$ cat config.mk
export PLATFORM = sky130hd
export DESIGN_NAME = uart_rx_checked_flat
export DESIGN_NICKNAME = d
export VERILOG_FILES = /design/src/rtl/uart_rx_checked_if.sv /design/src/rtl/uart_rx_checked.sv /design/src/flat_wrapper.sv
export SDC_FILE = /design/constraint.sdc
export NUM_CORES = 1
export LEC_CHECK = 0
export ABC_AREA = 1
export ABC_CLOCK_PERIOD_IN_PS = 2200
export CORE_MARGIN = 2
export CORE_UTILIZATION = 45
export CTS_BUF_LIST = sky130_fd_sc_hd__clkbuf_4 sky130_fd_sc_hd__clkbuf_8
export DETAILED_ROUTE_END_ITERATION = 8
export PLACE_DENSITY = 0.76
export SLEW_MARGIN = 10
export SYNTH_ARGS = -nofsm -noshare
export SYNTH_HDL_FRONTEND = slang
export SYNTH_SLANG_ARGS = --single-unit
$ cat constraint.sdc
create_clock -name i_Clock -period 2.2 [get_ports i_Clock]
set_input_delay 0.44 -clock i_Clock [delete_from_list [all_inputs] [get_ports i_Clock]]
set_output_delay 0.44 -clock i_Clock [all_outputs]
set_load 0.01 [all_outputs]
$ cat src/rtl/uart_rx_checked_if.sv
// Consumer-side bundle of the checked UART receiver: held byte, status flags
// and the valid/ready handshake.
interface uart_rx_checked_if;
  logic       rx_ready;
  logic       rx_data_valid;
  logic [7:0] rx_output;
  logic       rx_parity_err;
  logic       rx_frame_err;
  logic       rx_overrun;
  logic       rx_busy;

  // Receiver side drives the byte and the flags; the consumer drives rx_ready.
  modport master (
    input  rx_ready,
    output rx_data_valid, rx_output, rx_parity_err, rx_frame_err, rx_overrun, rx_busy
  );

  modport slave (
    output rx_ready,
    input  rx_data_valid, rx_output, rx_parity_err, rx_frame_err, rx_overrun, rx_busy
  );
endinterface

$ cat src/rtl/uart_rx_checked.sv
// Checked UART receiver. It synchronises the pin and rejects start glitches.
// It also checks optional parity and the stop bit, then holds each byte for
// a valid/ready consumer and reports overrun when a byte is dropped.
module uart_rx_checked #(
  parameter int unsigned CLKS_PER_BIT = 87,
  parameter bit          PARITY_EN    = 1'b0,
  parameter bit          PARITY_ODD   = 1'b0
) (
  input  logic               i_Clock,
  input  logic               i_Rst_n,
  input  logic               rx_serial_input,
  uart_rx_checked_if.master  rx
);

  localparam int unsigned CW = (CLKS_PER_BIT > 1) ? $clog2(CLKS_PER_BIT) : 1;
  localparam logic [CW-1:0] CNT_LAST = CW'(CLKS_PER_BIT - 1);
  localparam logic [CW-1:0] CNT_HALF = CW'((CLKS_PER_BIT - 1) / 2);

  typedef enum logic [2:0] {
    S_IDLE,
    S_START,
    S_DATA,
    S_PARITY,
    S_STOP,
    S_DELIVER,
    S_BREAK
  } state_t;

  logic          sync1_q, sync2_q;
  logic          rxs;
  state_t        state_q;
  logic [CW-1:0] cnt_q;
  logic [2:0]    idx_q;
  logic [7:0]    shift_q;
  logic          perr_q, ferr_q;
  logic [7:0]    data_q;
  logic          valid_q, perr_out_q, ferr_out_q, overrun_q, busy_q;

  assign rxs = sync2_q;

  // Two-flop synchroniser on the asynchronous pin; idles high.
  always_ff @(posedge i_Clock or negedge i_Rst_n) begin
    if (!i_Rst_n) begin
      sync1_q <= 1'b1;
      sync2_q <= 1'b1;
    end else begin
      sync1_q <= rx_serial_input;
      sync2_q <= sync1_q;
    end
  end

  // Receive FSM with the output holding register and handshake.
  always_ff @(posedge i_Clock or negedge i_Rst_n) begin
    if (!i_Rst_n) begin
      state_q    <= S_IDLE;
      cnt_q      <= '0;
      idx_q      <= '0;
      shift_q    <= '0;
      perr_q     <= 1'b0;
      ferr_q     <= 1'b0;
      data_q     <= '0;
      valid_q    <= 1'b0;
      perr_out_q <= 1'b0;
      ferr_out_q <= 1'b0;
      overrun_q  <= 1'b0;
      busy_q     <= 1'b0;
    end else begin
      // The handshake clear comes first so that a same-cycle load or overrun
      // in the deliver state overrides it.
      if (valid_q && rx.rx_ready) begin
        valid_q   <= 1'b0;
        overrun_q <= 1'b0;
      end

      case (state_q)
        S_IDLE: begin
          if (!rxs) begin
            state_q <= S_START;
            busy_q  <= 1'b1;
            cnt_q   <= '0;
          end
        end

        S_START: begin
          if (cnt_q == CNT_HALF) begin
            cnt_q <= '0;
            idx_q <= '0;
            if (!rxs) begin
              state_q <= S_DATA;
            end else begin
              state_q <= S_IDLE;
              busy_q  <= 1'b0;
            end
          end else begin
            cnt_q <= cnt_q + CW'(1);
          end
        end

        S_DATA: begin
          if (cnt_q == CNT_LAST) begin
            cnt_q          <= '0;
            shift_q[idx_q] <= rxs;
            if (idx_q == 3'd7) begin
              idx_q   <= '0;
              state_q <= PARITY_EN ? S_PARITY : S_STOP;
            end else begin
              idx_q <= idx_q + 3'd1;
            end
          end else begin
            cnt_q <= cnt_q + CW'(1);
          end
        end

        S_PARITY: begin
          if (cnt_q == CNT_LAST) begin
            cnt_q   <= '0;
            perr_q  <= PARITY_EN && ((^shift_q ^ rxs) != PARITY_ODD);
            state_q <= S_STOP;
          end else begin
            cnt_q <= cnt_q + CW'(1);
          end
        end

        S_STOP: begin
          if (cnt_q == CNT_LAST) begin
            cnt_q   <= '0;
            ferr_q  <= ~rxs;
            state_q <= S_DELIVER;
          end else begin
            cnt_q <= cnt_q + CW'(1);
          end
        end

        S_DELIVER: begin
          // A byte accepted in this same cycle frees the slot for the new one.
          if (!valid_q || rx.rx_ready) begin
            data_q     <= shift_q;
            perr_out_q <= perr_q;
            ferr_out_q <= ferr_q;
            valid_q    <= 1'b1;
          end else begin
            overrun_q <= 1'b1;
          end
          state_q <= ferr_q ? S_BREAK : S_IDLE;
          busy_q  <= ferr_q;
        end

        S_BREAK: begin
          if (rxs) begin
            state_q <= S_IDLE;
            busy_q  <= 1'b0;
          end
        end

        default: begin
          state_q <= S_IDLE;
          busy_q  <= 1'b0;
        end
      endcase
    end
  end

  assign rx.rx_data_valid = valid_q;
  assign rx.rx_output     = data_q;
  assign rx.rx_parity_err = perr_out_q;
  assign rx.rx_frame_err  = ferr_out_q;
  assign rx.rx_overrun    = overrun_q;
  assign rx.rx_busy       = busy_q;

endmodule
$ cat src/flat_wrapper.sv
// flat-port wrapper written by rule: the top's interface ports become plain ports
module uart_rx_checked_flat 
#(
  parameter int unsigned CLKS_PER_BIT = 87,
  parameter bit          PARITY_EN    = 1'b0,
  parameter bit          PARITY_ODD   = 1'b0
)
  (i_Clock, i_Rst_n, rx_serial_input, rx_rx_ready, rx_rx_data_valid, rx_rx_output, rx_rx_parity_err, rx_rx_frame_err, rx_rx_overrun, rx_rx_busy);
  uart_rx_checked_if rx_i ();
  input  logic i_Clock;
  input  logic i_Rst_n;
  input  logic rx_serial_input;
  input wire logic [$bits(rx_i.rx_ready)-1:0] rx_rx_ready;
  output wire logic [$bits(rx_i.rx_data_valid)-1:0] rx_rx_data_valid;
  output wire logic [$bits(rx_i.rx_output)-1:0] rx_rx_output;
  output wire logic [$bits(rx_i.rx_parity_err)-1:0] rx_rx_parity_err;
  output wire logic [$bits(rx_i.rx_frame_err)-1:0] rx_rx_frame_err;
  output wire logic [$bits(rx_i.rx_overrun)-1:0] rx_rx_overrun;
  output wire logic [$bits(rx_i.rx_busy)-1:0] rx_rx_busy;
  assign rx_i.rx_ready = rx_rx_ready;
  assign rx_rx_data_valid = rx_i.rx_data_valid;
  assign rx_rx_output = rx_i.rx_output;
  assign rx_rx_parity_err = rx_i.rx_parity_err;
  assign rx_rx_frame_err = rx_i.rx_frame_err;
  assign rx_rx_overrun = rx_i.rx_overrun;
  assign rx_rx_busy = rx_i.rx_busy;
  uart_rx_checked #(.CLKS_PER_BIT(CLKS_PER_BIT), .PARITY_EN(PARITY_EN), .PARITY_ODD(PARITY_ODD)) u_core (.i_Clock(i_Clock), .i_Rst_n(i_Rst_n), .rx_serial_input(rx_serial_input), .rx(rx_i));
endmodule
==> results of run 1 <==
==> synthesized netlist by cell type (all sizes together) (2+ instances only) <==
cell,number
nand2,91
dfrtp,34
nand3,29
nor2,28
inv,24
o21ai,14
nand4,13
buf,5
nand3b,5
ha,4
clkbuf,2
dfstp,2
==> flip-flops by register name (all words and copies together), names as in the netlist, 3 cells and up <==
| register | cells |
|---|---|
| u_core.rx.rx_output | 8 |
| u_core.state_q | 3 |
| u_core.cnt_q | 7 |
| u_core.idx_q | 3 |
| u_core.shift_q | 8 |
==> layer usage <==
layer / share of wire / track usage
met1: 0.49 / 0.212
met4: 0.022 / 0.0719
met5: 0 / 0
met2: 0.44 / 0.256
met3: 0.048 / 0.0538
==> power by group through the flow <==
| stage | Clock [mW] | Sequential (mW) | Combinational (mW) |
|---|---|---|---|
| after floorplan | 0 | 0.798 | 0.553 |
| after global placement | 0 | 0.816 | 0.668 |
| after detailed placement | 0 | 0.820 | 0.680 |
| after CTS | 0.583 | 0.808 | 0.684 |
| after global routing | 0.616 | 0.818 | 0.778 |
| final | 0.570 | 0.809 | 0.680 |
==> area by class of cell <==
| type | count | area (um2) | area share |
|---|---|---|---|
| clock buffer | 5 | 68.8 | 0.0307 |
| clock inverter | 3 | 42.5 | 0.0190 |
| timing repair buffer | 18 | 173 | 0.0771 |
| inverter | 24 | 90.1 | 0.0402 |
| tap | 50 | 62.6 | 0.0279 |
| multi-input combinational | 188 | 900 | 0.402 |
| sequential | 36 | 903 | 0.403 |
==> kinds of logic after synthesis <==
kind of cell | Yosys count
other | 1
adder cells (fa/ha/maj) | 4
flip-flops | 36
AND/OR/NAND/NOR | 167
buffers and inverters | 31
AO/OA/AOI/OAI | 16
==> worst paths after layout <==
kind,endpoint,start,cells after the start
min in group asynchronous,u_core.cnt_q[5]$_DFFE_PN0P_,i_Rst_n,2
min,u_core.rxs$_DFF_PN1_,u_core.sync1_q$_DFF_PN1_,0
max in group asynchronous,u_core.rxs$_DFF_PN1_,i_Rst_n,2
max reg2reg,u_core.idx_q[2]$_DFFE_PN0P_,u_core.cnt_q[0]$_DFFE_PN0P_,9
max,rx_rx_data_valid,u_core.rx.rx_data_valid$_DFF_PN0_,1
min reg2reg,u_core.rxs$_DFF_PN1_,u_core.sync1_q$_DFF_PN1_,0
==> per-stage QoR <==
| step | setup WS [ns] | total power [mW] | utilization | cells | hold WS, ns |
|---|---|---|---|---|---|
| 2_1_floorplan | 0.831 | 1.35 | - | 255 | 0.144 |
| 3_3_place_gp | 0.673 | 1.48 | 0.525 | 316 | 0.347 |
| 3_5_place_dp | 0.626 | 1.50 | 0.525 | 316 | 0.349 |
| 4_1_cts | 0.545 | 2.08 | 0.552 | 324 | 0.360 |
| 5_1_grt | 0.464 | 2.21 | 0.552 | 324 | 0.365 |
| 6_report | 0.559 | 2.06 | 0.552 | 324 | 0.358 |
==> out/results.ini, run 1 <==
[clocking]
worst_skew_pair.late_latency_ns = 0.29
cts.sinks = 36
holdBufCountCts = 0
clockRootBuffer = clkbuf_8
clk_pin_slew_ns = 0.07
cts_tree = done
htree_levels = 2
cts_buffers = 5
clockBufferDepth = 2
ctsResizeCount = 0
cts_setup_buffers = 0

[worst_hold_path]
min_path_type = reg2reg

[detailed_routing]
viasPerCell = 5.05
ant_nets = 0
drt_first_pass_iters = 4
wl_per_cell_um = 11.2
drtIter0Drc = 73
drc_errors = 0
vias = 1637
wirelength_um = 3620

[sta]
skew_ns = 0.00711
final-hold-violation-count = 0
maxSlewViolCount = 0
fmax_mhz = 610
min_period_ns = 1.64
grt_setup_unrepaired = false
finalSetupViolCount = 0
fin_tns_setup_ns = 0
fin_crit_sh = 0.746

[synthesis]
syn_nets = 263
yosys-top-cells-area = dfrtp_1, nand2_1, nand3_1, nor2_1, nand4_1
synth_seq_cells = 36
synthArstFlopShare = 1.00
synth-main-ff-cell = dfrtp_1
synth_xor_area_frac = 0
synth_top_family_by_area = simple AND/OR/NAND/NOR gates
synth_compound_area_frac = 0.0427
syn_area_per_cell_um2 = 7.59
yosys.area_share.simple = 0.395
ys.warnings.count = 0
synth.distinct_cells = 25
synth_area_um2 = 1930
synth_top_cell_area_share = 0.440
postSynthCellCount = 255
synthMuxAreaShare = 0
yosysTopAreaCell = dfrtp_1
seq_area_frac_synth = 0.467
synth_fa_ha_area_frac = 0.0259
synth_edf_count = 0

[placed_design]
post-dp-hpwl_um = 2690
portBuffers = 15
placed_area_um2 = 2130
gp_congestion = 0.885

[global_routing]
grt_pass1_vias = 1491
grt_max_degree = 37
grt-ovfl-total = 0
grt_use_total = 0.165
antenna_found_initial = 0
grt_pass1_wl_um = 6410

[final_layout]
nets = 281
final_area_um2 = 2240
final_layout_size_suffix_gt1_frac = 0.109
n_antenna_cell = 0
final_common_cell = nand2_1
final_cell_mix = nand2_1, dfrtp_1, nand3_1, nor2_1, inv_1
fillerInstances = 389
area_growth_pct = 15.8

[pwr]
p_switching_mw = 0.773
p_int_mw = 1.29
seqPwrFrac = 0.393
swShare = 0.376
powerDensity_nw_per_um2 = 919
combinationalPowerShare = 0.330
cellLeakagePower_nw = 1.18
p_clk_frac = 0.277
vdd_drop_max_mv = 0.538

[worst_setup_path]
max_stage_delay_ns = 0.54
path_cells = clkdlybuf4s50_1
crit_slowest_cell = clkdlybuf4s50_1
rrSetupSlack_ns = 0.62
worst-path-buf-inv = 1
critical_path_required_ns = 1.76
cp-end-kind = output port
start_kind = flip-flop
crit_arrival_ns = 1.20
critPathTopFamily = buffers and inverters
worstSetupPathType = reg2out
cp_max_fo = 3

[die]
dieArea_um2 = 4840
core_area_um2 = 4060
die_h_um = 69.6
die_w_um = 69.6
start_util = 0.477
rows = 23
io_pins = 17

[outcome]
status = finished clean

[job]
cap_violations = 0

(Power assumes the default switching activity.)
==> inputs of run 2 (changes only) <==
--- a/config.mk
+++ b/config.mk
@@ -6,12 +6,12 @@
 export NUM_CORES = 1
 export LEC_CHECK = 0
 export ABC_AREA = 1
-export ABC_CLOCK_PERIOD_IN_PS = 2200
+export ABC_CLOCK_PERIOD_IN_PS = 1430
 export CORE_MARGIN = 2
 export CORE_UTILIZATION = 45
 export CTS_BUF_LIST = sky130_fd_sc_hd__clkbuf_4 sky130_fd_sc_hd__clkbuf_8
 export DETAILED_ROUTE_END_ITERATION = 8
-export PLACE_DENSITY = 0.76
+export PLACE_DENSITY = 0.78
 export SLEW_MARGIN = 10
 export SYNTH_ARGS = -nofsm -noshare
 export SYNTH_HDL_FRONTEND = slang
==> constraint.sdc (replaced) <==
create_clock -name i_Clock -period 1.43 [get_ports i_Clock]
set_input_delay 0.286 -clock i_Clock [delete_from_list [all_inputs] [get_ports i_Clock]]
set_output_delay 0.286 -clock i_Clock [all_outputs]
set_load 0.01 [all_outputs]
==> run 2 against run 1 <==
The flow now finishes with violations (setup timing); worst hold slack worse by 0.040 ns; clock power is 54% higher; flip-flop and latch count stayed put; critical path depth is 7 higher; first-iteration DRC count is 70% higher; largest cell class is now multi-input combinational cells; die area stayed put; final cell count is 4.9% higher; global-route usage is 1.7 points higher; combinational power is 94% higher.
==> out/results.ini, run 2 (synthesized netlist as in run 1, its figures left out) <==
[die]
die_h_um = 69.6  ; unchanged
start_util = 0.477  ; unchanged
core_area_um2 = 4060  ; unchanged
rows = 23  ; unchanged
die_w_um = 69.6  ; unchanged
dieArea_um2 = 4840  ; unchanged
io_pins = 17  ; unchanged

[clocking]
cts_tree = done
holdBufCountCts = 0  ; unchanged
htree_levels = 2  ; unchanged
cts_buffers = 5  ; unchanged
clk_pin_slew_ns = 0.07  ; about the same
clockBufferDepth = 2  ; unchanged
clockRootBuffer = clkbuf_8
cts.sinks = 36  ; unchanged
worst_skew_pair.late_latency_ns = 0.29  ; about the same

[final_layout]
final_area_um2 = 2390  ; +6.8%
utilization = 0.589  ; +0.0373
nets = 297  ; +5.7%
n_antenna_cell = 0  ; unchanged
final_common_cell = nand2_1
stdcell_count = 340  ; +4.9%
final_layout_size_suffix_gt1_frac = 0.186  ; +0.0767
area_growth_pct = 23.6
final_cell_mix = nand2_1, dfrtp_1, nand3_1, nor2_1, inv_1

[worst_hold_path]
min_path_type = in2async

[pwr]
finalPower_mw = 3.43  ; +66%
cellLeakagePower_nw = 1.32  ; +12%
powerDensity_nw_per_um2 = 1430  ; +56%
vdd_drop_max_mv = 0.885  ; +65%

[sta]
skew_ns = 0.00297  ; -0.00414 ns
fin_worst_hold_slack_ns = 0.318  ; -0.0396 ns
fin_crit_sh = 1.02
worst_slack_ns = -0.0280  ; -0.587 ns
maxSlewViolCount = 0  ; unchanged
grt_setup_unrepaired = true
fmax_mhz = 686
final-hold-violation-count = 0  ; unchanged
finalSetupViolCount = 12  ; +12
min_period_ns = 1.46

[worst_setup_path]
max_stage_delay_ns = 0.41  ; -0.13 ns
path_cells = inv_2 > ha_2 > nand2_1 > nand3b_1 > nand2_4 > nand2_4 > nand2_1 > o21ai_1
crit_arrival_ns = 1.63  ; +0.43 ns
worstSetupPathType = reg2reg
critical_path_required_ns = 1.60  ; -0.16 ns
crit_slowest_cell = dfrtp_1
cp_max_fo = 5  ; +2
cp-end-kind = flip-flop
start_kind = flip-flop

[detailed_routing]
viasPerCell = 5.14  ; +1.8%
wl_per_cell_um = 12.1  ; +8.0%
drc_errors = 0  ; unchanged
ant_nets = 0  ; unchanged
vias = 1748  ; +6.8%
drt_first_pass_iters = 4  ; unchanged
wirelength_um = 4100  ; +13%
drtIter0Drc = 124  ; +70%

[outcome]
violations = setup timing
status = finished, violations left

[placed_design]
placed_cells = 328  ; +3.8%
portBuffers = 15  ; unchanged
placed_area_um2 = 2220  ; +4.2%
post-dp-hpwl_um = 2930  ; +9.2%
gp_congestion = 0.919  ; +3.9%

[job]
cap_violations = 0  ; unchanged

[global_routing]
grt_pass1_vias = 1649  ; +11%
grt_max_degree = 26  ; -30%
grt-ovfl-total = 0  ; unchanged
antenna_found_initial = 0  ; unchanged
grt_use_total = 0.182  ; +0.0168
grt_pass1_wl_um = 7160  ; +12%

-- run 2: cell count changes in the layout (fill, tap and decap cells not counted), sizes merged --
| cell | previous run | this run |
|---|---|---|
| buf | 3 | 17 |
| clkdlybuf4s50 | 15 | 3 |
| dlygate4sd2 | 0 | 12 |
| nand2 | 91 | 93 |
| clkbuf | 5 | 6 |
| clkinvlp | 1 | 0 |
-- run 2: final timing paths --
check                      depth (start not counted)                       endpoint  slack (ns)                         from
max in group asynchronous                          2      u_core.ferr_q$_DFFE_PN0P_        0.80                      i_Rst_n
setup / recovery                                   8    u_core.cnt_q[0]$_DFFE_PN0P_       -0.03  u_core.cnt_q[0]$_DFFE_PN0P_
hold reg to reg                                    0           u_core.rxs$_DFF_PN1_        0.36     u_core.sync1_q$_DFF_PN1_
hold / removal                                     2  u_core.state_q[2]$_DFFE_PN0P_        0.32                      i_Rst_n
min in group i_Clock                               0           u_core.rxs$_DFF_PN1_        0.36     u_core.sync1_q$_DFF_PN1_
setup reg to reg                                   8    u_core.cnt_q[0]$_DFFE_PN0P_       -0.03  u_core.cnt_q[0]$_DFFE_PN0P_
-- run 2: repair_timing --
action,CTS,global route
cloned,0,2
setup endpoints to repair,21,32
gates resized for setup,16,17
hold endpoints to repair,0,0
pin swaps,1,6
buffers inserted,0,2
-- run 2: final cells by class --
| class | count | area (um2) |
|---|---|---|
| clock buffers | 6 | 76.3 |
| clock inverters | 2 | 35.0 |
| fillers | 345 | 1670 |
| inverters | 24 | 95.1 |
| multi-input cells | 190 | 956 |
| flip-flops and latches | 36 | 903 |
| well taps | 50 | 62.6 |
| repair buffers | 32 | 263 |
-- run 2: power by group --
| part | switching (mW) | internal, mW |
|---|---|---|
| clock | 0.343 | 0.536 |
| sequential | 0.107 | 1.12 |
| combinational | 0.832 | 0.491 |
-- run 2: layer usage --
layer / wire length, um / GRT usage / up-vias
met5: 0 / 0 / -
li1: - / - / 895
met4: 56 / 0.0523 / 0
met3: 199 / 0.0436 / 6
met2: 1980 / 0.300 / 46
met1: 1860 / 0.239 / 801
-- run 2: stage by stage --
| step | setup slack, ns | TNS [ns] |
|---|---|---|
| after floorplan | 0.0606 | 0 |
| after global placement | -0.0317 | -0.0896 |
| after detailed placement | -0.0853 | -0.241 |
| after CTS | 0.00506 | 0 |
| after global routing | -0.138 | -1.95 |
| final | -0.0280 | -0.168 |
-- run 2: worst max-delay path, delay by kind of cell, from the launching register on --
| kind | cells | cell delay, ns |
|---|---|---|
| AND/OR/NAND/NOR | 5 | 0.62 |
| flip-flops | 1 | 0.41 |
| adder cells (fa/ha/maj) | 1 | 0.18 |
| buffers and inverters | 1 | 0.07 |
| AO/OA/AOI/OAI | 1 | 0.06 |
==> inputs of run 3 (changes only) <==
--- a/config.mk
+++ b/config.mk
@@ -10,8 +10,10 @@
 export CORE_MARGIN = 2
 export CORE_UTILIZATION = 45
 export CTS_BUF_LIST = sky130_fd_sc_hd__clkbuf_4 sky130_fd_sc_hd__clkbuf_8
+export CTS_CLUSTER_DIAMETER = 50
 export DETAILED_ROUTE_END_ITERATION = 8
 export PLACE_DENSITY = 0.78
+export SKIP_CTS_REPAIR_TIMING = 1
 export SLEW_MARGIN = 10
 export SYNTH_ARGS = -nofsm -noshare
 export SYNTH_HDL_FRONTEND = slang
==> constraint.sdc (replaced) <==
create_clock -name i_Clock -period 1.43 [get_ports i_Clock]
set_input_delay 0.143 -clock i_Clock [delete_from_list [all_inputs] [get_ports i_Clock]]
set_output_delay 0.143 -clock i_Clock [all_outputs]
set_load 0.01 [all_outputs]
==> run 3 against run 2 <==
The flow still finishes with violations (setup timing); first-iteration DRC count shrank 4.8%; fmax grew 1.3%; register-to-register slack gained 0.02 ns; clock skew grew 0.0045 ns; routed wire length shrank 2.8%; largest power group unchanged.
==> out/results.ini, run 3 (synthesized netlist as in run 1, its figures left out) <==
[sta]
finalSetupViolCount = 2  ; -10
grt_setup_unrepaired = true
skew_ns = 0.00750  ; +0.00453 ns
fin_crit_sh = 1.01  ; -0.0135
fin_tns_setup_ns = -0.0139  ; +0.154 ns
min_period_ns = 1.44  ; -0.0193 ns
fmax_mhz = 695  ; +1.3%
maxSlewViolCount = 0  ; unchanged
worst_slack_ns = -0.00875  ; +0.0193 ns
fin_worst_hold_slack_ns = 0.198  ; -0.121 ns
final-hold-violation-count = 0  ; unchanged

[worst_setup_path]
worstSetupPathType = reg2reg
cp_max_fo = 5  ; unchanged
cp-end-kind = flip-flop
rrSetupSlack_ns = -0.009  ; +0.02 ns
max_stage_delay_ns = 0.42  ; about the same
r2r_cells = 9  ; +1
critical_path_required_ns = 1.62  ; +0.02 ns
crit_arrival_ns = 1.62  ; about the same
start_kind = flip-flop
r2r_start = u_core.cnt_q[0]$_DFFE_PN0P_
crit_slowest_cell = dfrtp_1
path_cells = inv_2 > ha_4 > nand3_1 > nor2_4 > nand2_4 > nand2_4 > nand2_2 > nand2_1 > nand2_1
rr_endpoint = u_core.idx_q[0]$_DFFE_PN0P_

[global_routing]
grt_pass1_vias = 1540  ; -6.6%
grt_busiest_layer = met2
globalRouteMet2Util = 0.261  ; -0.0395
grt_use_total = 0.167  ; -0.0155
grtUsageMet1 = 0.220  ; -0.0186
grt-ovfl-total = 0  ; unchanged
antenna_found_initial = 0  ; unchanged
grt_util_met3 = 0.0538  ; +0.0102
grt_pass1_wl_um = 6510  ; -9.0%
grt_max_degree = 37  ; +42%

[die]
start_util = 0.477  ; unchanged
io_pins = 17  ; unchanged
rows = 23  ; unchanged
dieArea_um2 = 4840  ; unchanged
die_w_um = 69.6  ; unchanged
die_h_um = 69.6  ; unchanged
core_area_um2 = 4060  ; unchanged

[final_layout]
stdcell_count = 337  ; -0.88%
final_common_cell = nand2_1
area_growth_pct = 25.0
nets = 294  ; -1.0%
final_layout_size_suffix_gt1_frac = 0.199  ; +0.0124
final_cell_mix = nand2_1, dfrtp_1, nand3_1, nor2_1, inv_1
n_antenna_cell = 0  ; unchanged
fillerInstances = 365  ; +5.8%

[detailed_routing]
wl_per_cell_um = 11.8  ; -1.9%
ant_nets = 0  ; unchanged
viasPerCell = 5.15  ; +0.26%
drc_errors = 0  ; unchanged
vias = 1737  ; -0.63%
drtIter0Drc = 118  ; -4.8%
wirelength_um = 3980  ; -2.8%
drt_first_pass_iters = 4  ; unchanged

[placed_design]
placed_cells = 327  ; -0.30%
gp_congestion = 0.914  ; -0.63%
dpl_worst_slack_ns = -0.0875  ; -0.00218 ns
portBuffers = 15  ; unchanged
post-dp-hpwl_um = 2830  ; -3.7%

[clocking]
cts_tree = done
clk_pin_slew_ns = 0.08  ; about the same
clockRootBuffer = clkbuf_8
cts_buffers = 5  ; unchanged
worst_skew_pair.late_latency_ns = 0.30  ; about the same
htree_levels = 2  ; unchanged
cts.sinks = 36  ; unchanged
clockBufferDepth = 2  ; unchanged

[outcome]
violations = setup timing
status = finished, violations left

[worst_hold_path]
min_path_type = in2async

[job]
cap_violations = 0  ; unchanged

[pwr]
powerDensity_nw_per_um2 = 1430  ; about the same
cellLeakagePower_nw = 1.25  ; -5.3%
vdd_drop_max_mv = 1.26  ; +42%
finalPower_mw = 3.47  ; +1.2%

## run 3: how the worst max path moves through the flow
stage,slack (ns),to,from
after floorplan,0.06,u_core.idx_q[1]$_DFFE_PN0P_,u_core.cnt_q[0]$_DFFE_PN0P_
after global placement,-0.03,u_core.idx_q[2]$_DFFE_PN0P_,u_core.cnt_q[0]$_DFFE_PN0P_
after detailed placement,-0.09,u_core.idx_q[1]$_DFFE_PN0P_,u_core.cnt_q[0]$_DFFE_PN0P_
after CTS,-0.11,u_core.idx_q[1]$_DFFE_PN0P_,u_core.cnt_q[0]$_DFFE_PN0P_
after global routing,-0.07,u_core.state_q[0]$_DFFE_PN0P_,u_core.cnt_q[0]$_DFFE_PN0P_
final,-0.009,u_core.idx_q[0]$_DFFE_PN0P_,u_core.cnt_q[0]$_DFFE_PN0P_
## run 3: layout make-up
| type | count | area, um2 | area share |
|---|---|---|---|
| inverter | 24 | 92.6 | 0.0383 |
| clock buffer | 5 | 68.8 | 0.0285 |
| tap | 50 | 62.6 | 0.0259 |
| multi-input combinational | 189 | 971 | 0.401 |
| clock inverter | 3 | 42.5 | 0.0176 |
| sequential | 36 | 906 | 0.375 |
| timing repair buffer | 30 | 275 | 0.114 |
## run 3: critical path: cells and delay by family (launching register included)
family	cells	cell delay, ns
buffers and inverters	1	0.09
DFF	1	0.42
and+or+nand+nor	7	0.68
adders and majority gates	1	0.14
## run 3: layer usage
layer	vias to the layer above	wire length (um)
li1	883	-
met1	806	1900
met2	42	1810
met3	6	219
met4	0	57
met5	-	0
## run 3: power by group
group | internal (mW) | switching (mW) | total [mW]
clock network | 0.515 | 0.374 | 0.889
logic | 0.513 | 0.821 | 1.33
registers | 1.12 | 0.121 | 1.24
total | 2.15 | 1.32 | 3.47
## run 3: through the flow
| stage | utilization | cell area, um2 |
|---|---|---|
| 2_1_floorplan | - | 1930 |
| 3_3_place_gp | 0.548 | 2220 |
| 3_5_place_dp | 0.548 | 2220 |
| 4_1_cts | 0.575 | 2330 |
| 5_1_grt | 0.596 | 2420 |
| 6_report | 0.596 | 2420 |
==> RTL change 1: new RTL, settings of run 3 <==
`PARITY_EN` is set to 1'b0 in 2 places; all go to 1'b1.
--- a/src/rtl/uart_rx_checked.sv
+++ b/src/rtl/uart_rx_checked.sv
@@ -3,7 +3,7 @@
 // a valid/ready consumer and reports overrun when a byte is dropped.
 module uart_rx_checked #(
   parameter int unsigned CLKS_PER_BIT = 87,
-  parameter bit          PARITY_EN    = 1'b0,
+  parameter bit          PARITY_EN    = 1'b1,
   parameter bit          PARITY_ODD   = 1'b0
 ) (
   input  logic               i_Clock,
--- a/src/flat_wrapper.sv
+++ b/src/flat_wrapper.sv
@@ -2,7 +2,7 @@
 module uart_rx_checked_flat 
 #(
   parameter int unsigned CLKS_PER_BIT = 87,
-  parameter bit          PARITY_EN    = 1'b0,
+  parameter bit          PARITY_EN    = 1'b1,
   parameter bit          PARITY_ODD   = 1'b0
 )
   (i_Clock, i_Rst_n, rx_serial_input, rx_rx_ready, rx_rx_data_valid, rx_rx_output, rx_rx_parity_err, rx_rx_frame_err, rx_rx_overrun, rx_rx_busy);
Behaviour: same outputs for any inputs over 10 cycles, from zero or initial values and one cycle with i_Rst_n low; that may be too few to reach the edited logic, so the function may still have changed.
==> RTL change 1 against run 3 <==
The flow still finishes with violations (negative setup slack). Non-clock buffer count increased by 1. Sequential cell count increased by 2. Total power decreased by 0.73%. Count of clock-buffer cells in the layout increased by 3. Setup slack got worse by 59 ps. Design area increased by 8.7%. Wire length decreased by 0.58%. Area after synthesis increased by 7.2%. Critical path type unchanged.
==> RTL change 1: results <==
export IMPL_skew_ps=6.853
export IMPL_swShare=0.3776
export IMPL_synth_area_top_cells="dfrtp_1 (43%), nand2_1 (14%), nand3_1 (6.5%), inv_1 (4.9%), o21ai_2 (3.0%)"
export IMPL_clock_latency_ps=290
export IMPL_violations="negative setup slack"
export IMPL_slew_headroom=0.7965
export IMPL_ir_drop_mv=0.8542
export IMPL_r2r_cells=9
export IMPL_ys_dominant_reg_cell="dfrtp_1"
export IMPL_min_path_type="in2reg"
export IMPL_ys_types=30
export IMPL_max_stage_delay_ps=390
export IMPL_cpLargestDelayFamily="simple AND/OR/NAND/NOR gates"
export IMPL_fill_cells=390
export IMPL_syn_instance_count=249
export IMPL_post_dp_hpwl_microns=2784
export IMPL_ys_async_sr_fraction=1.000
export IMPL_port_buffers=16
export IMPL_routed_wl_microns=3959
export IMPL_drtIter0Drc=93
export IMPL_worstHoldStart="rx_serial_input"
export IMPL_crit_fanout=8
export IMPL_layout_setup_ws_ps=-67.96
export IMPL_placed_area_sq_um=2382
export IMPL_dpl_cell_count=325
export IMPL_drtPass1Iterations=4
export IMPL_yosys_top_cells_count="nand2_1 (75), dfrtp_1 (36), inv_1 (27), nand3_1 (27), nor2_1 (12)"
export IMPL_grt_pass1_wl_microns=6617
export IMPL_dpl_worst_slack_ps=-49.36
export IMPL_grt_usage=0.1615
export IMPL_powerComb_mw=1.34
export IMPL_wl_per_cell_microns=11.71
export IMPL_outcome="finished, violations left"
export IMPL_nNetsFinal=293
export IMPL_holdPathEnd="u_core.sync1_q"
export IMPL_ys_seq_area_frac=0.4596
export IMPL_syn_num_nets=257
export IMPL_setup_tns_ps=-351.5
export IMPL_drive_gt1_frac=0.2797
export IMPL_yosys_warnings=0
export IMPL_cp_slowest_cell="dfrtp_1"
export IMPL_power_density_nw_per_um2=1308
export IMPL_setup_violations=9
export IMPL_path_clk_slew_ps=70
export IMPL_htreeDepth=2
export IMPL_dr_total_vias=1666
export IMPL_place_congestion=0.8367
export IMPL_antennaDiodeCount=0
export IMPL_grt_max_degree=39
export IMPL_r2r_start="u_core.cnt_q[0]"
export IMPL_holdPathStages=1
export IMPL_pg_seq_mw=1.30
export IMPL_r2r_end="u_core.shift_q[3]"
export IMPL_grt_pass1_vias=1564
export IMPL_whs_ps=247.2
export IMPL_total_leakage_power_nw=1.201
export IMPL_grt_antenna_before_repair=0
export IMPL_critPathArrivalTime_ps=1680
==> RTL change 1: cell count changes after synthesis, moves of 3 or more <==
cell             run 3  this run
inv_1               19        27
nor2_1              25        12
o21ai_1              2        11
o21ai_0             12         9
nand2_2              5         1
o21ai_2              0         7
nand3b_1             5         1
nand4_1             13         1
nand2_1             85        75
mux2_4               0         4
nand2_4              1         4
==> RTL change 1: area by class of cell <==
class	instances	area (sq um)	share of cell area
well taps	52	65.06	0.02474
multi-input cells	177	1090	0.4144
inverters	32	122.6	0.04662
repair buffers	31	299.0	0.1137
clock buffers	8	97.59	0.03711
flip-flops and latches	38	955.9	0.3635
==> RTL change 1: cells by family after synthesis <==
family,after synthesis,synth area share
muxes,4,0.02895
adders and majority gates,4,0.02413
DFF,38,0.4596
and+or+nand+nor,132,0.3022
AOI/OAI and AO/OA,33,0.1031
xor gates and xnor gates,4,0.01689
buffers and inverters,34,0.06514
==> RTL change 1: worst max path at each step <==
stage | from | end | slack, ps
finish | u_core.cnt_q[0] | u_core.shift_q[3] | -70
global route | u_core.cnt_q[0] | u_core.shift_q[3] | -200
CTS | u_core.cnt_q[0] | u_core.shift_q[3] | -70
detailed placement | u_core.cnt_q[0] | u_core.shift_q[6] | -50
global placement | u_core.cnt_q[0] | u_core.shift_q[3] | 2
floorplan | u_core.cnt_q[0] | u_core.shift_q[7] | 20
==> RTL change 1: routing by layer <==
metal | global-route usage | up-vias | routed length, microns
met4 | 0.06918 | 0 | 53
li1 | - | 870 | -
met1 | 0.2089 | 764 | 1794
met5 | 0 | - | 0
met3 | 0.03472 | 6 | 142
met2 | 0.2634 | 26 | 1969
==> RTL change 1: worst reg2reg max path: cells and delay by family, from the launching register on <==
family,cells,cell delay [ps]
flops,1,390
compound gates,1,50
buf+inv,2,120
fa+ha+maj,1,130
simple gates,5,690
==> RTL change 2: new RTL, config.mk and constraints of run 3 <==
Without the edit above. Encoding of `state_t`: now one-hot (7 bits for 7 states).
--- a/src/rtl/uart_rx_checked.sv
+++ b/src/rtl/uart_rx_checked.sv
@@ -16,14 +16,14 @@
   localparam logic [CW-1:0] CNT_LAST = CW'(CLKS_PER_BIT - 1);
   localparam logic [CW-1:0] CNT_HALF = CW'((CLKS_PER_BIT - 1) / 2);
 
-  typedef enum logic [2:0] {
-    S_IDLE,
-    S_START,
-    S_DATA,
-    S_PARITY,
-    S_STOP,
-    S_DELIVER,
-    S_BREAK
+  typedef enum logic [6:0] {
+    S_IDLE    = 7'b0000001,
+    S_START   = 7'b0000010,
+    S_DATA    = 7'b0000100,
+    S_PARITY  = 7'b0001000,
+    S_STOP    = 7'b0010000,
+    S_DELIVER = 7'b0100000,
+    S_BREAK   = 7'b1000000
   } state_t;
 
   logic          sync1_q, sync2_q;
Function: same outputs for any inputs over 10 cycles, from zero or initial values and one cycle with i_Rst_n low; not proved beyond that.
==> RTL change 2 against run 3 <==
The flow still finishes with violations (negative setup slack). Total power grew 7.2%. Design area increased by 12%. Sequential cell count grew 3. Wire length rose by 17%. Sequential power is 8% higher. Clock skew shrank 2.7 ps. Core utilization up 2.5 points. Area after synthesis rose by 5.0%. Setup slack worse by 170 ps. Critical path type unchanged.
==> RTL change 2: results <==
export IMPL_crit_fanout=6
export IMPL_holdPathStages=1
export IMPL_ir_drop_mv=0.8498
export IMPL_synthMuxAreaShare=0
export IMPL_use_met1=0.2176
export IMPL_ys_seq_area_frac=0.4821
export IMPL_yosys_top_cells_count="nand2_1 (74), dfrtp_1 (36), nand3_1 (29)"
export IMPL_max_stage_delay_ps=390
export IMPL_cpLargestDelayFamily="simple AND/OR/NAND/NOR gates"
export IMPL_drive_gt1_frac=0.3278
export IMPL_layout_setup_ws_ps=-182.4
export IMPL_synth_xor_area_share=0.01293
export IMPL_skew_ps=4.834
export IMPL_nNetsFinal=306
export IMPL_min_path_type="in2reg"
export IMPL_route_met2_wl_microns=2373
export IMPL_drtPass1Iterations=4
export IMPL_syn_num_nets=257
export IMPL_met3_usage=0.03846
export IMPL_dpl_cell_count=327
export IMPL_wl_met3_microns=190
export IMPL_grt_pass1_vias=1521
export IMPL_dr_total_vias=1826
export IMPL_clockBufferDepth=2
export IMPL_violations="negative setup slack"
export IMPL_port_buffers=15
export IMPL_grt_usage=0.1708
export IMPL_path_clk_slew_ps=80
export IMPL_fill_cells=361
export IMPL_wl_met1_microns=1958
export IMPL_worstHoldStart="rx_serial_input"
export IMPL_highest_layer="met4"
export IMPL_antennaDiodeCount=0
export IMPL_r2r_end="u_core.state_q[4]"
export IMPL_setup_tns_ps=-1966
export IMPL_total_leakage_power_nw=1.303
export IMPL_final_cells=351
export IMPL_synth_compound_area_frac=0.05973
export IMPL_htreeDepth=2
export IMPL_whs_ps=247.0
export IMPL_grt_antenna_before_repair=0
export IMPL_post_dp_hpwl_microns=2893
export IMPL_setup_violations=19
export IMPL_r2r_start="u_core.cnt_q[0]"
export IMPL_outcome="finished, violations left"
export IMPL_cts_buffers=5
export IMPL_wl_per_cell_microns=13.27
export IMPL_avgSynthCellArea_sq_um=8.160
export IMPL_ys_async_sr_fraction=1.000
export IMPL_place_congestion=0.8527
export IMPL_grt_pass1_wl_microns=6775
export IMPL_ys_types=28
export IMPL_grt_max_degree=22
export IMPL_synth_area_top_cells="dfrtp_1 (44%), nand2_1 (14%), nand3_1 (7.1%), nor2_1 (4.4%), dfstp_2 (3.9%)"
export IMPL_drtIter0Drc=123
export IMPL_grtUsageMet2=0.2809
export IMPL_synth_adder_area_share=0.02463
## RTL change 2: kinds of logic (layout without fill, tap and decap cells)
kind of cell	count (synthesis)	after routing
simple gates	155	155
fa+ha+maj	4	4
flops	39	39
compound gates	21	21
other cells	1	1
buf+inv	26	76
xor+xnor	3	3
## RTL change 2: area by class of cell
type / count / area, sq um / area share
Clock buffer: 5 / 68.82 / 0.02543
Clock inverter: 3 / 20.02 / 0.007397
Inverter: 23 / 88.84 / 0.03282
Multi-Input combinational cell: 184 / 1095 / 0.4045
Sequential cell: 39 / 983.4 / 0.3634
Tap cell: 52 / 65.06 / 0.02404
Timing Repair Buffer: 45 / 385.4 / 0.1424
## RTL change 2: worst max path at each step
stage	start	end
3_3_place_gp	u_core.cnt_q[0]	u_core.shift_q[2]
3_5_place_dp	u_core.cnt_q[0]	u_core.shift_q[4]
2_1_floorplan	u_core.cnt_q[0]	u_core.shift_q[1]
4_1_cts	u_core.cnt_q[0]	u_core.shift_q[4]
5_1_grt	u_core.cnt_q[0]	u_core.state_q[4]
6_report	u_core.cnt_q[0]	u_core.state_q[4]
## RTL change 2: metrics by stage
step	setup WS (ps)	total power [mW]	area [sq um]
2_1_floorplan	53.97	2.151	2032
6_report	-182.4	3.715	2706
4_1_cts	-88.05	3.255	2429
3_5_place_dp	-84.98	2.493	2340
5_1_grt	-248.8	3.932	2706
3_3_place_gp	-25.05	2.470	2340
## RTL change 2: report_power, final
part | switching, mW | internal, mW
logic | 0.954 | 0.652
clock network | 0.429 | 0.340
registers | 0.111 | 1.23
## RTL change 2: worst reg2reg max path: stages (launching register included)
cell and delay (ps):
dfrtp_1 390, buf_4 130, ha_2 190, nand2_2 70
inv_2 50, nand3_2 90, nand2_4 110, nand2_2 70
nor2_4 210, nand3_1 130, nand2_1 110
